## config.mk

```make
export PLATFORM = sky130hd
export DESIGN_NAME = seq_pattern_tx_flat
export DESIGN_NICKNAME = d
export VERILOG_FILES = /design/src/rtl/seq_pattern_tx_if.sv /design/src/rtl/seq_pattern_tx.sv /design/src/flat_wrapper.sv
export SDC_FILE = /design/constraint.sdc
export NUM_CORES = 1
export LEC_CHECK = 0
export CORE_ASPECT_RATIO = 0.75
export CORE_MARGIN = 4
export CORE_UTILIZATION = 49
export DETAILED_ROUTE_END_ITERATION = 10
export GPL_ROUTABILITY_DRIVEN = 0
export GPL_TIMING_DRIVEN = 0
export PLACE_DENSITY_LB_ADDON = 0.05
export SKIP_CTS_REPAIR_TIMING = 1
export SLEW_MARGIN = 40
export SYNTH_ARGS = -nofsm -noshare
export SYNTH_HDL_FRONTEND = slang
export SYNTH_SLANG_ARGS = --single-unit
```

## constraint.sdc

```tcl
create_clock -name clk -period 2.56 [get_ports clk]
set_clock_uncertainty 0.05 [all_clocks]
set_input_delay 0.768 -clock clk [delete_from_list [all_inputs] [get_ports clk]]
set_output_delay 0.768 -clock clk [all_outputs]
set_load 0.1 [all_outputs]
```

## src/rtl/seq_pattern_tx_if.sv

```systemverilog
// Request/stream bundle for the serial pattern transmitter.
// The master side issues pattern requests and consumes the serial stream.
interface seq_pattern_tx_if #(
  parameter int PAT_W = 4,
  parameter int LEN_W = 3,
  parameter int CNT_W = 4
);
  logic             in_valid;
  logic             in_ready;
  logic [PAT_W-1:0] pat_in;
  logic [LEN_W-1:0] pat_len;
  logic [CNT_W-1:0] rep_cnt;
  logic             abort;
  logic             out_bit;
  logic             out_valid;
  logic             busy;
  logic             done;

  modport master (
    output in_valid, pat_in, pat_len, rep_cnt, abort,
    input  in_ready, out_bit, out_valid, busy, done
  );

  modport slave (
    input  in_valid, pat_in, pat_len, rep_cnt, abort,
    output in_ready, out_bit, out_valid, busy, done
  );
endinterface

```

## src/rtl/seq_pattern_tx.sv

```systemverilog
// Serial pattern transmitter: shifts a latched pattern out MSB-first,
// repeated rep_cnt times with an optional idle gap between repetitions.
//
// state | meaning
// IDLE  | ready for a request
// SHIFT | driving one pattern bit per cycle
// GAP   | idle cycles between repetitions
// DONE  | one-cycle completion pulse
module seq_pattern_tx #(
  parameter int PAT_W   = 4,
  parameter int LEN_W   = 3,
  parameter int CNT_W   = 4,
  parameter int GAP_CYC = 0
) (
  input  logic         clk,
  input  logic         reset,
  seq_pattern_tx_if.slave bus
);
  localparam int GAP_W = (GAP_CYC > 0) ? $clog2(GAP_CYC + 1) : 1;
  localparam logic [GAP_W-1:0] GAP_INIT = GAP_W'((GAP_CYC > 0) ? GAP_CYC - 1 : 0);

  typedef enum logic [1:0] {IDLE, SHIFT, GAP, DONE} state_t;

  state_t           state, state_d;
  logic [PAT_W-1:0] pat_q, pat_d;
  logic [LEN_W-1:0] len_q, len_d;
  logic [LEN_W-1:0] idx, idx_d;
  logic [CNT_W-1:0] rep_left, rep_d;
  logic [GAP_W-1:0] gap_ctr, gap_d;
  logic [LEN_W-1:0] eff_len;
  logic [PAT_W-1:0] pat_shifted;

  // Out-of-range lengths fall back to the full pattern width.
  always_comb begin
    eff_len = bus.pat_len;
    if (bus.pat_len == '0 || bus.pat_len > LEN_W'(PAT_W))
      eff_len = LEN_W'(PAT_W);
  end

  always_ff @(posedge clk) begin
    if (reset) begin
      state    <= IDLE;
      pat_q    <= '0;
      len_q    <= '0;
      idx      <= '0;
      rep_left <= '0;
      gap_ctr  <= '0;
    end else begin
      state    <= state_d;
      pat_q    <= pat_d;
      len_q    <= len_d;
      idx      <= idx_d;
      rep_left <= rep_d;
      gap_ctr  <= gap_d;
    end
  end

  always_comb begin
    state_d = state;
    pat_d   = pat_q;
    len_d   = len_q;
    idx_d   = idx;
    rep_d   = rep_left;
    gap_d   = gap_ctr;
    if (bus.abort) begin
      state_d = IDLE;
      idx_d   = '0;
      rep_d   = '0;
      gap_d   = '0;
    end else begin
      case (state)
        IDLE: begin
          if (bus.in_valid) begin
            pat_d   = bus.pat_in;
            len_d   = eff_len;
            idx_d   = eff_len - LEN_W'(1);
            rep_d   = bus.rep_cnt;
            state_d = (bus.rep_cnt == '0) ? DONE : SHIFT;
          end
        end
        SHIFT: begin
          if (idx != '0) begin
            idx_d = idx - LEN_W'(1);
          end else if (rep_left > CNT_W'(1)) begin
            rep_d = rep_left - CNT_W'(1);
            idx_d = len_q - LEN_W'(1);
            if (GAP_CYC > 0) begin
              state_d = GAP;
              gap_d   = GAP_INIT;
            end
          end else begin
            rep_d   = '0;
            state_d = DONE;
          end
        end
        GAP: begin
          if (gap_ctr == '0) state_d = SHIFT;
          else               gap_d   = gap_ctr - GAP_W'(1);
        end
        DONE:    state_d = IDLE;
        default: state_d = IDLE;
      endcase
    end
  end

  assign pat_shifted   = pat_q >> idx;
  assign bus.out_valid = (state == SHIFT);
  assign bus.out_bit   = (state == SHIFT) & pat_shifted[0];
  assign bus.busy      = (state != IDLE);
  assign bus.done      = (state == DONE);
  assign bus.in_ready  = (state == IDLE);
endmodule

```

## src/flat_wrapper.sv

```systemverilog
// flat-port wrapper written by rule: the top's interface ports become plain ports
module seq_pattern_tx_flat 
#(
  parameter int PAT_W   = 4,
  parameter int LEN_W   = 3,
  parameter int CNT_W   = 4,
  parameter int GAP_CYC = 0
)
  (clk, reset, bus_in_valid, bus_pat_in, bus_pat_len, bus_rep_cnt, bus_abort, bus_in_ready, bus_out_bit, bus_out_valid, bus_busy, bus_done);
  seq_pattern_tx_if #(.PAT_W(PAT_W), .LEN_W(LEN_W), .CNT_W(CNT_W)) bus_i ();
  input  logic clk;
  input  logic reset;
  input wire logic [$bits(bus_i.in_valid)-1:0] bus_in_valid;
  input wire logic [$bits(bus_i.pat_in)-1:0] bus_pat_in;
  input wire logic [$bits(bus_i.pat_len)-1:0] bus_pat_len;
  input wire logic [$bits(bus_i.rep_cnt)-1:0] bus_rep_cnt;
  input wire logic [$bits(bus_i.abort)-1:0] bus_abort;
  output wire logic [$bits(bus_i.in_ready)-1:0] bus_in_ready;
  output wire logic [$bits(bus_i.out_bit)-1:0] bus_out_bit;
  output wire logic [$bits(bus_i.out_valid)-1:0] bus_out_valid;
  output wire logic [$bits(bus_i.busy)-1:0] bus_busy;
  output wire logic [$bits(bus_i.done)-1:0] bus_done;
  assign bus_i.in_valid = bus_in_valid;
  assign bus_i.pat_in = bus_pat_in;
  assign bus_i.pat_len = bus_pat_len;
  assign bus_i.rep_cnt = bus_rep_cnt;
  assign bus_i.abort = bus_abort;
  assign bus_in_ready = bus_i.in_ready;
  assign bus_out_bit = bus_i.out_bit;
  assign bus_out_valid = bus_i.out_valid;
  assign bus_busy = bus_i.busy;
  assign bus_done = bus_i.done;
  seq_pattern_tx #(.PAT_W(PAT_W), .LEN_W(LEN_W), .CNT_W(CNT_W), .GAP_CYC(GAP_CYC)) u_core (.clk(clk), .reset(reset), .bus(bus_i));
endmodule
```

# Word level (Yosys, flattened, before mapping)
# Index checks and enable logic that the tools add are counted.
dict set report totals {
  output_inout_bits 5
  register_bits 17
  in_bits 15
  elab_cells 52
}
dict set report op_classes {
  n_reduce_logical 12
  magnitude_cmp 2
  bitwise_logic 2
  shifts 1
  n_eq_ne 8
  n_addsub 5
  mux 16
}
# operator n
set op_table {}
lappend op_table {{$mux 3} 4}
lappend op_table {{$mux 4} 3}
lappend op_table {{$mux 2} 5}
lappend op_table {{$reduce_and 3->1} 3}
lappend op_table {{$sub 3x1->3 const B} 3}
lappend op_table {{$ne 2x2->1 const B} 4}
lappend op_table {{$pmux 2 s4} 1}
lappend op_table {{$pmux 4 s2} 1}
lappend op_table {{$pmux 3 s2} 1}
lappend op_table {{$eq 2x2->1 const B} 2}
lappend op_table {{$gt 4x1->1 const B} 1}
lappend op_table {{$logic_not 4->1} 1}
lappend op_table {{$reduce_and 4->1} 1}
lappend op_table {{$reduce_bool 2->1} 2}
lappend op_table {{$shr 4x3->1} 1}
lappend op_table {{$sub 4x1->4 const B} 1}
lappend op_table {{$gt 3x3->1 const B} 1}
lappend op_table {{$logic_not 3->1} 1}
lappend op_table {{$ne 3x1->1 const B} 1}
lappend op_table {{$reduce_bool 3->1} 1}
lappend op_table {{$eq 2x1->1 const B} 1}
lappend op_table {{$logic_not 2->1} 1}
lappend op_table {{$reduce_or 2->1} 1}
lappend op_table {{$and 1x1->1} 1}
lappend op_table {{other kinds (4)} 4}

# Logic depth before layout (Yosys ltp)
dict set report depth {
  ltp_word 6
  mapped_depth 8
  depth_no_buf 8
}

# Worst setup path after synthesis
# Ideal clock, no wire load.
dict set report synth_path {
  kind {flip-flop to output port}
  from {register u_core.state[1]}
  to {output port bus_in_ready}
  t_required_ns 1.742
  path_buffers 0
  slack_ns -0.144
  path_stages_with_launch 3
  arrival_time_ns 1.886
  cell_sequence {dfxtp_1 or2_1 inv_1}
}
dict set report synth_between {
  elab_chain_cells 1
}
# item line
set synth_lines {}
lappend synth_lines {{start, declared} seq_pattern_tx.sv:24} ;# state_t state, state_d;
lappend synth_lines {{start signal, assigned} seq_pattern_tx.sv:49} ;# state <= state_d;
lappend synth_lines {{$logic_not 2->1} seq_pattern_tx.sv:111} ;# assign bus.in_ready = (state == IDLE);
lappend synth_lines {{end, declared} flat_wrapper.sv:18} ;# output wire logic [$bits(bus_i.in_ready)-1:0] bus_in_ready;
# Every way passes these cells.

# Final worst setup path
dict set report layout_path {
  from {register u_core.idx[0]}
  to {output port bus_out_bit}
}
dict set report layout_between {
  elab_chain_cells 2
}
# item line
set layout_lines {}
lappend layout_lines {{start, declared} seq_pattern_tx.sv:27} ;# logic [LEN_W-1:0] idx, idx_d;
lappend layout_lines {{start signal, assigned} seq_pattern_tx.sv:52} ;# idx <= idx_d;
lappend layout_lines {{$shr 4x3->1} seq_pattern_tx.sv:106} ;# assign pat_shifted = pat_q >> idx;
lappend layout_lines {{$and 1x1->1} seq_pattern_tx.sv:108} ;# assign bus.out_bit = (state == SHIFT) & pat_shifted[0];
lappend layout_lines {{end, declared} flat_wrapper.sv:19} ;# output wire logic [$bits(bus_i.out_bit)-1:0] bus_out_bit;
# Every way passes these cells.

==> flow_summary_export.csv <==
group,metric,value,unit
clocking,htreeDepth,1,
cells_and_area,nFillCells,163,
synth,synthCells,108,
synth,synth_seq_cells,16,
worst_setup_path,crit_start,"u_core.idx[0]",
cells_and_area,nets,151,
sta,fin_crit,2480,ps
hold_path,min_to,"u_core.pat_q[2]",
clocking,numCtsBuffers,3,
global_routing,grt_pass1_vias,775,
worst_setup_path,worst-r2r-setup-slack,710,ps
route,drt_pass1_iterations,4,
worst_setup_path,worst_r2r_startpoint,"u_core.rep_left[0]",
route,vias_per_cell,5.47,
sta,hold_ws,451,ps
global_routing,grt_max_degree,11,
run_status,status,"finished clean",
worst_setup_path,critPathLaunchType,"register",
place,port_buffers,18,
synth,synth_top_area_cell,"dfxtp_1",
hold_path,whs_path_depth,2,
cells_and_area,final_core_util,65.8,%
worst_setup_path,crit_fanout,6,
place,place_hpwl,1660,um
cells_and_area,instances_no_fill,153,
global_routing,antenna_found_initial,0,
worst_setup_path,critPathCaptureType,"output pin",
synth,synth_edf_count,0,
power_and_ir_drop,ir_drop,271,uV
worst_setup_path,critPathKind,"register to output pin",
synth,synthArstFlopShare,0,%
synth,synth_flop_cell,"dfxtp_1",
clocking,clock_latency,290,ps
synth,ys_seq_area_share,34.6,%
clocking,cts_tree,"yes",
cells_and_area,insertedDiodeCount,0,
synth,synth_warnings,0,
worst_setup_path,arrival,1660,ps
power_and_ir_drop,p_per_area,515,nW/um^2
sta,hold_violations,0,
cells_and_area,syn_to_final_growth,24.9,%
floorplanning,die_y,45.6,um
route,avgRoutedWirePerCell,13.4,um
place,place_inst,148,
job,maxCapViolCount,0,
worst_setup_path,reg2reg_depth,6,
global_routing,track_usage,17.8,%
sta,slew_violations,0,
floorplanning,io_pins,20,
sta,relSlewSlack,67.8,%
synth,ys_top_cells_by_count,"dfxtp_1, nor2_1, a21oi_1",
synth,yosys.cell_types.count,36,
sta,setup_ws,83.4,ps
route,vias,837,
cells_and_area,drive_gt1_share,18.3,%
clocking,clock-sinks,16,
global_routing,grt_pass1_wl,3480,um
synth,synth.net_count,127,
sta,finalSetupViolations,0,
floorplanning,die_x,58.2,um
hold_path,holdCritPathClass,"register to register",
global_routing,grt_overflow,0,
synth,syn_area_per_cell,8.57,um^2
route,ant_nets,0,
clocking,cts_buffer_depth,2,
worst_setup_path,worst_r2r_endpoint,"u_core.idx[1]",
sta,worst_pin_slew,487,ps
route,wl,2060,um
route,drt-initial-drc-count,24,
route,drc,0,
sta,fmax,404,MHz
place,post-place-ws,-264,ps
floorplanning,design.die.area,2660,um^2
floorplanning,coreArea,1760,um^2
synth,synth_most_common_cell,"dfxtp_1",
synth,syn_area,926,um^2
clocking,clkTransAtPathRegs,100,ps
synth,yosys-top-cells-area,"dfxtp_1, mux2i_1, nor2_1, ha_1, a21oi_1",
clocking,clockRootBuffer,"clkbuf_4",
synth,synth_top_area_share,34.6,%
hold_path,hp-start,"u_core.pat_q[2]",
floorplanning,start_util,52.7,%
worst_setup_path,required,1740,ps
floorplanning,rows,13,
power_and_ir_drop,power.total,596,uW
power_and_ir_drop,p_leak,0.000455,uW
sta,finalCritPeriodShare,96.7,%
[routing by layer]
layer / track usage [%] / vias up / share of wire, %
met4: 5.09 / 0 / 1.2
li1: - / 432 / -
met5: 0 / - / 0
met1: 23.5 / 376 / 51
met3: 6.52 / 5 / 7.4
met2: 27.5 / 24 / 40
[power breakdown]
part	internal (uW)	leakage [uW]	switching, uW
clock	86.8	0.0000210	85.3
combinational	66.1	0.000303	80.9
sequential	262	0.000131	14.9
[cells by family after synthesis]
kind of cell    synth area share (%)
compound gates                  18.5
xor+xnor                       0.946
fa+ha+maj                       5.41
buf+inv                         4.32
flops                           34.6
mux                             8.92
simple gates                    27.3
[registers in the layout (all words and copies together), names as in the netlist]
register / count
u_core.state: 2
u_core.pat_q: 4
u_core.rep_left: 4
u_core.idx: 3
u_core.len_q: 3
[worst max-delay path by stage]
stage	end	cells after the start	slack, ps
after floorplan	bus_in_ready	2	180
after global placement	bus_out_bit	3	-370
after detailed placement	u_core.idx[2]	9	-260
after CTS	bus_out_bit	3	-30
after global routing	u_core.idx[2]	9	-10
final	bus_out_bit	3	80
[cells in the final DEF (no fill, tap or decap), drive strengths merged]
cell type,n
nor4b,1
a22oi,1
clkbuf,5
buf,9
dfxtp,16
nand3,2
or3b,1
o21ai,7
mux2i,6
nor3,4
nand2,5
o21ba,1
nor2b,3
xnor2,1
a211oi,3
a2bb2oi,2
nor3b,3
inv,5
mux4,1
nand2b,2
and2,4
nor2,15
o21bai,1
o31ai,1
a31oi,1
a21oi,7
a32o,1
a21o,1
ha,4
or2,4
clkdlybuf4s50,13
nor4,1
[critical path, cell delays in order, from the launching register on]
cell,delay (ps)
dfxtp_2,410
mux4_2,500
and2_1,160
buf_2,280
[final cells by class]
class                   count  area (um^2)  share of cell area (%)
multi-input cells          83          568                    49.1
flip-flops and latches     16          322                    27.8
well taps                  22         27.5                    2.38
plain buffers               4         21.3                    1.84
clock buffers               4         36.3                    3.14
repair buffers             19          163                    14.1
inverters                   5         18.8                    1.62
[metrics by stage]
stage / setup TNS [ps] / instance area (um^2)
floorplan: 0 / 926
global placement: -1140 / 1130
detailed placement: -513 / 1110
CTS: -27.0 / 1140
global route: -10.2 / 1160
finish: 0 / 1160
No activity file was read; power rests on OpenSTA's default activity.
